[src/rtl/vend_disp_pkg.sv]
// Shared types and message codes for the vending-machine display controller.
// Also holds the purchase decision, so every display block ranks faults the same way.
package vend_disp_pkg;

    localparam logic [2:0] MODE_NONE         = 3'd0;
    localparam logic [2:0] MODE_WELCOME      = 3'd1;
    localparam logic [2:0] MODE_INSUFFICIENT = 3'd2;
    localparam logic [2:0] MODE_SOLD_OUT     = 3'd3;
    localparam logic [2:0] MODE_NO_SELECT    = 3'd4;
    localparam logic [2:0] MODE_THANKS       = 3'd5;

    typedef enum logic [2:0] {
        S_IDLE,
        S_CREDIT,
        S_VEND,
        S_CHANGE,
        S_MSG
    } state_t;

    // MODE_NONE means the purchase may proceed; otherwise the highest-priority fault.
    function automatic logic [2:0] purchase_code(input logic sel_valid,
                                                 input logic sel_stock,
                                                 input logic short_money);
        if (!sel_valid)
            return MODE_NO_SELECT;
        else if (!sel_stock)
            return MODE_SOLD_OUT;
        else if (short_money)
            return MODE_INSUFFICIENT;
        else
            return MODE_NONE;
    endfunction

endpackage

[src/rtl/hold_timer.sv]
// Loadable down-counter; done pulses for the single cycle the count sits at 1,
// so a value of N loaded on state entry gives exactly N cycles in that state.
module hold_timer #(
    parameter int WIDTH = 8
) (
    input  logic             clock,
    input  logic             reset,
    input  logic             load,
    input  logic [WIDTH-1:0] value,
    output logic             done
);

    logic [WIDTH-1:0] count;

    always_ff @(posedge clock) begin
        if (reset)
            count <= '0;
        else if (load)
            count <= value;
        else if (count != '0)
            count <= count - WIDTH'(1);
    end

    assign done = (count == WIDTH'(1));

endmodule

[src/rtl/vend_display_controller.sv]
// Chooses between the scrolling message and a money amount on the seven-segment
// display, runs the purchase decision and emits a one-cycle vend strobe.
module vend_display_controller
    import vend_disp_pkg::*;
#(
    parameter int NUM_ITEMS   = 5,
    parameter int MONEY_W     = 12,
    parameter int PRICE_W     = 8,
    parameter int MSG_HOLD    = 50_000_000,
    parameter int CHANGE_HOLD = 100_000_000
) (
    input  logic                 clock,
    input  logic                 reset,
    input  logic [NUM_ITEMS-1:0] select,
    input  logic [NUM_ITEMS-1:0] stock,
    input  logic [MONEY_W-1:0]   moneyIn,
    input  logic [PRICE_W-1:0]   price,
    input  logic                 buy,
    output logic [2:0]           scrollMode,
    output logic                 showMoney,
    output logic [MONEY_W-1:0]   amountDisplay,
    output logic                 vend,
    output logic                 busy
);

    localparam int HOLD_MAX = (MSG_HOLD > CHANGE_HOLD) ? MSG_HOLD : CHANGE_HOLD;
    localparam int TIMER_W  = $clog2(HOLD_MAX + 1);

    state_t               state;
    logic                 buy_q;
    logic                 buy_rise;
    logic                 sel_valid;
    logic                 sel_stock;
    logic                 short_money;
    logic [2:0]           code;
    logic [MONEY_W-1:0]   price_ext;
    logic [MONEY_W-1:0]   change;
    logic [MONEY_W-1:0]   change_q;
    logic                 accept;
    logic                 tmr_load;
    logic [TIMER_W-1:0]   tmr_value;
    logic                 tmr_done;

    assign buy_rise    = buy & ~buy_q;
    assign sel_valid   = $onehot(select);
    assign sel_stock   = |(select & stock);
    assign price_ext   = MONEY_W'(price);
    assign short_money = (moneyIn < price_ext);
    assign code        = purchase_code(sel_valid, sel_stock, short_money);
    assign change      = moneyIn - price_ext;
    assign accept      = ((state == S_IDLE) || (state == S_CREDIT)) && buy_rise;

    // The timer is loaded on the same edge that enters a timed state.
    assign tmr_load  = (accept && (code != MODE_NONE))
                     || (state == S_VEND)
                     || ((state == S_CHANGE) && tmr_done);
    assign tmr_value = (state == S_VEND) ? TIMER_W'(CHANGE_HOLD) : TIMER_W'(MSG_HOLD);

    hold_timer #(
        .WIDTH (TIMER_W)
    ) u_hold_timer (
        .clock (clock),
        .reset (reset),
        .load  (tmr_load),
        .value (tmr_value),
        .done  (tmr_done)
    );

    always_ff @(posedge clock) begin
        if (reset) begin
            state         <= S_IDLE;
            scrollMode    <= MODE_WELCOME;
            showMoney     <= 1'b0;
            amountDisplay <= '0;
            vend          <= 1'b0;
            busy          <= 1'b0;
            buy_q         <= 1'b0;
            change_q      <= '0;
        end else begin
            buy_q <= buy;
            vend  <= 1'b0;
            case (state)
                S_IDLE, S_CREDIT: begin
                    if (accept && (code != MODE_NONE)) begin
                        state      <= S_MSG;
                        scrollMode <= code;
                        showMoney  <= 1'b0;
                        busy       <= 1'b1;
                    end else if (accept) begin
                        // Credit stays frozen on screen during the strobe cycle.
                        state         <= S_VEND;
                        change_q      <= change;
                        vend          <= 1'b1;
                        busy          <= 1'b1;
                        showMoney     <= 1'b1;
                        amountDisplay <= moneyIn;
                    end else if (moneyIn != '0) begin
                        state         <= S_CREDIT;
                        scrollMode    <= MODE_WELCOME;
                        showMoney     <= 1'b1;
                        amountDisplay <= moneyIn;
                    end else begin
                        state         <= S_IDLE;
                        scrollMode    <= MODE_WELCOME;
                        showMoney     <= 1'b0;
                        amountDisplay <= '0;
                    end
                end
                S_VEND: begin
                    state         <= S_CHANGE;
                    showMoney     <= 1'b1;
                    amountDisplay <= change_q;
                end
                S_CHANGE: begin
                    if (tmr_done) begin
                        state      <= S_MSG;
                        scrollMode <= MODE_THANKS;
                        showMoney  <= 1'b0;
                    end
                end
                S_MSG: begin
                    if (tmr_done) begin
                        busy       <= 1'b0;
                        scrollMode <= MODE_WELCOME;
                        if (moneyIn != '0) begin
                            state         <= S_CREDIT;
                            showMoney     <= 1'b1;
                            amountDisplay <= moneyIn;
                        end else begin
                            state         <= S_IDLE;
                            showMoney     <= 1'b0;
                            amountDisplay <= '0;
                        end
                    end
                end
                default: begin
                    state <= S_IDLE;
                    busy  <= 1'b0;
                end
            endcase
        end
    end

endmodule

[config.mk]
export PLATFORM = sky130hd
export DESIGN_NAME = vend_display_controller
export DESIGN_NICKNAME = d
export VERILOG_FILES = /design/src/rtl/vend_disp_pkg.sv /design/src/rtl/hold_timer.sv /design/src/rtl/vend_display_controller.sv
export SDC_FILE = /design/constraint.sdc
export NUM_CORES = 1
export LEC_CHECK = 0
export CAP_MARGIN = 20
export CORE_MARGIN = 10
export CORE_UTILIZATION = 43
export CTS_CLUSTER_SIZE = 40
export DETAILED_ROUTE_END_ITERATION = 10
export MAX_ROUTING_LAYER = met4
export PLACE_DENSITY = 0.64
export SLEW_MARGIN = 0
export SYNTH_ARGS = -nofsm -noshare
export SYNTH_HDL_FRONTEND = slang
export SYNTH_SLANG_ARGS = --single-unit
[constraint.sdc]
create_clock -name clock -period 3 [get_ports clock]
set_input_delay 0.3 -clock clock [delete_from_list [all_inputs] [get_ports clock]]
set_output_delay 0.3 -clock clock [all_outputs]
set_load 0.005 [all_outputs]
Yosys cells after proc, flatten, opt, wreduce, memory -nomap -nowiden
Cells that the tools add are included.
W data, S select, Z words.
- $add $sub $neg: 6
- $lt $le $gt $ge: 1
- equal/unequal tests: 11
- muxes and demuxes: 32
- bitwise gates (word level): 6
- reduce and logical (&&, ||, !) cells: 24
- operators by type and width (kind ; number):
    $mux W27 ; 3
    $mux W12 ; 4
    $pmux W12 S3 ; 1
    $eq A27 B1 Y1 const B ; 1
    $reduce_bool A27 Y1 ; 1
    $sub A27 B1 Y27 const B ; 1
    $mux W3 ; 8
    $lt A12 B8 Y1 ; 1
    $pmux W3 S4 ; 1
    $reduce_and A3 Y1 ; 4
    $reduce_bool A12 Y1 ; 1
    $sub A12 B8 Y12 ; 1
    $mux W1 ; 9
    $pmux W3 S3 ; 1
    $reduce_bool A3 Y1 ; 3
    $eq A3 B1 Y1 const B ; 2
    $eq A3 B2 Y1 const B ; 2
    $mux W2 ; 3
    $ne A2 B2 Y1 const B ; 3
    $ne A3 B3 Y1 const B ; 2
    $and A5 B5 Y5 ; 1
    $reduce_or A5 Y1 ; 1
    $add A1 B1 Y2 ; 2
    $not A1 Y1 ; 4
    other kinds (15) ; 20
- bits in registers: 61
- input port bits: 33
- output and inout port bits: 18
- logic and storage cells: 89

Depth between registers and ports, before layout
- depth after elaboration: 10
- gate-level depth with buffers: 11
- mapped depth without buffers: 10

Hierarchy
From an unflattened synthesis, not the netlist that was laid out.
- cell total of the unflattened synthesis: 475
- area total of the unflattened synthesis: 3872.5 um2
- modules (own cells, without submodules) (module ; instances ; cells an instance ; area each (um2) ; sequential area each (um2)):
    vend_display_controller ; 1 ; 268 ; 2220.9 ; 680.7
    hold_timer ; 1 ; 207 ; 1651.6 ; 540.5

Least setup slack after synthesis
No wires, ideal clock.
- kind: input to register
- start point: input port select[0]
- end point: register amountDisplay[11]
- library setup time: 0.086 ns
- data arrival time: 2.601 ns
- data required time: 2.914 ns
- setup slack: 0.313 ns
- cell stages on the path: 11
- buffers on the path: 1
- cells stage by stage: inv_1 fa_1 inv_1 fa_1 ha_1 nor2_1 nand2_1 o21ai_1 clkbuf_1 a21oi_1 a211oi_1
- word-level cells in the longest chain between the ends: 9
- elaborated cells on any way between the ends: 12
- classes of those cells: 3 x add/sub; 2 x eq/ne; 2 x mux; 1 x bitwise; 4 x reduce/logical
- ends and longest elaborated chain (element ; RTL line ; RTL):
    start, declared ; vend_display_controller.sv:14 ; input logic [NUM_ITEMS-1:0] select,
    $add A1 B1 Y2 (implied by the code) ; vend_display_controller.sv:45 ; assign sel_valid = $onehot(select);
    $add A2 B2 Y3 (implied by the code) ; vend_display_controller.sv:45 ;
    $add A3 B1 Y3 (implied by the code) ; vend_display_controller.sv:45 ;
    $eq A3 B1 Y1 ; vend_display_controller.sv:45 ;
    $mux W3 (*) ; vend_disp_pkg.sv:24 ; if (!sel_valid)
    $reduce_bool A3 Y1 (*) ; vend_display_controller.sv:84 ; if (accept && (code != MODE_NONE)) begin
    $logic_and A1 B1 Y1 (*) ; vend_display_controller.sv:84 ;
    $ne A2 B2 Y1 (no source line) (*) ; - ;
    $reduce_and A3 Y1 (no source line) (*) ; - ;
    end signal, assigned ; vend_display_controller.sv:96 ; amountDisplay <= moneyIn;
    end signal, assigned ; vend_display_controller.sv:101 ; amountDisplay <= moneyIn;
    end signal, assigned ; vend_display_controller.sv:112 ; amountDisplay <= change_q;
    end, declared ; vend_display_controller.sv:21 ; output logic [MONEY_W-1:0] amountDisplay,
Every way passes the cells marked *; elsewhere a longest branch is shown, timed or not.
A chain may end at the register's enable or synchronous reset.

Final worst setup path
- start point: input port select[0]
- end point: register amountDisplay[9]
The elaborated chain is that of the path after synthesis.

==> results.md <==
- HPWL after detailed placement: a little under 7 mm
- # IOs: 51
- CTS clock-pin slew for the worst setup and hold paths: 60 ps
- Number of setup buffers added after CTS: 0
- Number of library cell types mapped by synthesis: 61
- Max Cap Viol: 0
- Launch point of the worst hold path: scrollMode[2]
- Fraction of post-synthesis cell area in the top cell type by area: between 30% and 40%
- Synth Instances: 410
- Vias in the first global route: 3241
- Setup repair after global routing missed its margin: false
- Share of synthesized area occupied by flip-flops and latches: 35.35%
- Remaining antenna violation count after routing: 0
- DRC marker count from the first detailed-route iteration: 178
- Count of flip-flops with a built-in enable after synthesis: 0
- Worst-Margin Slew: between 600 and 700 ps
- Max Transition Viols Final: 0
- Crit path time final: 2788 ps
- Area inside the core boundary: 7767 µm²
- Final global-route overflow total: 0
- Power per cell area: 743.7 nW/µm²
- Path class of the lowest-slack min-delay path: register to register
- Die extent in y: 109.6 µm
- Clock sinks: 61
- CP required: 3200 ps
- Worst Setup Slack, final: 212.1 ps
- H-tree lvl count: 3
- Global-route wire length before repair: 15.24 mm
- Endpoint of the most critical register-to-register path: u_hold_timer.count[13]
- Final-layout worst hold slack: around 470 ps
- Final net count: 525
- Share of cells above drive strength 1: 13.69%
- Slack of the worst reg-to-reg path: 370 ps
- Post-synthesis register bit count: 61
- Leading post-synthesis cells by cell area: sky130_fd_sc_hd__dfxtp_1 35%, sky130_fd_sc_hd__a21oi_1 6.2%, sky130_fd_sc_hd__xnor2_1 5.3%
- Detailed-route wire length per cell: ~15 µm
- Antenna violations before repair: 0
- Most used flip-flop cell after synthesis: sky130_fd_sc_hd__dfxtp_1
- Cell count of the worst hold path: 2
- Startpoint types: primary input
- Reg-to-reg critical path startpoint: u_hold_timer.count[21]
- RD Place Congestion: approximately 0.86
- Maximum operating frequency: 0.3587 GHz
- Synth Cell Area: ~3500 µm²
- CTS tree: built
- Vias after detailed routing: 3157
- Total count of hold-check failures in the final report: 0
- Row count: 32
- Pin count of the biggest net entering global routing: 49
- Area of all placed cells without fillers: roughly 4400 µm²
- Detailed Routing Iterations Pass 1: 4
- Die Outline Area: 12020 µm²
- Final core utilization: 57.04%
- Number of hold buffers added after CTS: 0
- Global Route Usage Sum: 16.08%
- Initial Util: 44.47%
- Ratio of final minimum period to clock period: 92.93%
- Clock buffer count from CTS: 9
- IR Drop Worst-Case VDD: 0.2556 mV
- Leakage component of the power: 1.683 nW
- Post-synthesis area per instance: 8.426 µm²
- Result of the run: complete, no violations
- Vias/cell: 5.406
- Placement Cell Area: 4229 µm²
- CTS resizes: 0
- Longest Clk Path Bufs: 2
- Setup skew after layout: about 5.6 ps
- Worst max-slew margin expressed relative to the limit: 58.02%
- Crit-path max FO: 8
- Area growth from synthesis to layout: 28.25%
- Arrival time of data at the critical path endpoint: 2990 ps
- Type of element capturing the critical path: register
- Routed WL: 8.919 mm
- Total nets after synthesis: around 460
- IO Port Bufs: 50
- Clock root cell: sky130_fd_sc_hd__clkbuf_8
- Largest area contributor in the netlist: sky130_fd_sc_hd__dfxtp_1
- X dimension of the die: 109.6 µm
- Synth warn: 0
- Pre-CTS setup slack: -163.5 ps
- Diode count: 0
- Setup_tns: 0 ps
- Share of async-settable or async-resettable flops after synthesis: 0%
- Drc violations: 0
- WS Path Type: primary input to register
- Worst R2R Path Depth: 7
- Worst Hold Path EP: scrollMode[2]
- Clock network latency to the later pin of the worst-skew pair: 340 ps
- Number of endpoints failing setup at the final stage: 0
-- layout make-up --
cell class / count / area [µm²]
Fill cell: 747 / 3337
Clock buffer: 11 / 151.4
Inverter: 22 / 82.58
Sequential cell: 61 / 1221
Timing Repair Buffer: 79 / 743.2
Multi-Input combinational cell: 305 / 2057
Clock inverter: 4 / 47.55
Tap cell: 102 / 127.6
-- routing by layer --
metal / global-route usage (%) / vias up / wire (µm)
li1: - / 1622 / -
met1: 19.97 / 1452 / 4181
met2: 25.77 / 71 / 4265
met3: 3.043 / 12 / 332
met4: 5.204 / 0 / 140
met5: - / - / 0
-- metrics by stage --
stage          power, mW  cells
2_1_floorplan      2.107    410
3_3_place_gp       2.524    569
4_1_cts            3.307    584
5_1_grt            3.521    584
6_report           3.295    584
3_5_place_dp       2.561    569
-- where the power goes --
part	total [mW]	switching, mW	internal, mW
combinational	1.40	0.712	0.689
clock	0.736	0.315	0.421
sequential	1.16	0.177	0.980
total	3.30	1.20	2.09
-- registers in the layout, indices dropped and copies added, names as in the netlist --
name	cells
amountDisplay	12
busy	1
buy_q	1
change_q	12
scrollMode	3
showMoney	1
state	3
u_hold_timer.count	27
vend	1
-- how the worst max path moves through the flow --
stage | from | endpoint | slack (ps) | cells past startpoint
6_report | select[0] | amountDisplay[9] | 210 | 13
5_1_grt | moneyIn[0] | scrollMode[2] | 60 | 13
4_1_cts | select[0] | amountDisplay[9] | 180 | 13
3_5_place_dp | select[0] | amountDisplay[9] | -160 | 13
3_3_place_gp | moneyIn[0] | scrollMode[2] | -110 | 13
2_1_floorplan | select[0] | amountDisplay[11] | 310 | 11
-- layout by cell type (no fill, tap or decap), drive strengths merged, types with 14 or more instances in the layout --
| cell type | synthesis | routed |
|---|---|---|
| a211oi | 16 | 16 |
| a21oi | 43 | 43 |
| buf | 8 | 29 |
| clkdlybuf4s50 | 0 | 50 |
| dfxtp | 61 | 61 |
| inv | 22 | 22 |
| nand2 | 14 | 14 |
| nor2 | 43 | 43 |
| nor3 | 15 | 15 |
| o21ai | 22 | 22 |
| xnor2 | 21 | 21 |
-- critical path: stages --
cell and delay, ps:
sky130_fd_sc_hd__clkdlybuf4s50_1 480, sky130_fd_sc_hd__inv_1 60, sky130_fd_sc_hd__fa_1 530, sky130_fd_sc_hd__inv_1 50, sky130_fd_sc_hd__fa_1 360, sky130_fd_sc_hd__ha_1 290, sky130_fd_sc_hd__nor2_2 120, sky130_fd_sc_hd__nand2_1 70
sky130_fd_sc_hd__o21ai_1 150, sky130_fd_sc_hd__buf_4 180, sky130_fd_sc_hd__and2_1 200, sky130_fd_sc_hd__buf_4 140, sky130_fd_sc_hd__a211oi_1 50
-- logic make-up (layout without fill, tap and decap cells) --
kind of cell / count (synthesis) / in the layout / share of synthesized area (%)
AND/OR/NAND/NOR: 136 / 136 / 22.38
AO/OA/AOI/OAI: 116 / 116 / 20.97
flip-flops: 61 / 61 / 35.35
buffers and inverters: 44 / 116 / 5.324
XOR/XNOR: 29 / 29 / 7.353
adder cells (fa/ha/maj): 14 / 14 / 5.723
multiplexers: 10 / 10 / 2.898
-- cell usage after synthesis (all sizes together) (5+ instances only) --
cell type	instances
a211oi	16
nor4	11
clkbuf	14
ha	11
o22ai	6
mux2i	10
or3	9
nand3	10
inv	22
o21ai	22
nand2	14
dfxtp	61
nor2	43
a21oi	43
a31oi	5
xnor2	21
xor2	8
buf	8
nor3	15
and2	5
or4	7
(Power assumes the default switching activity.)
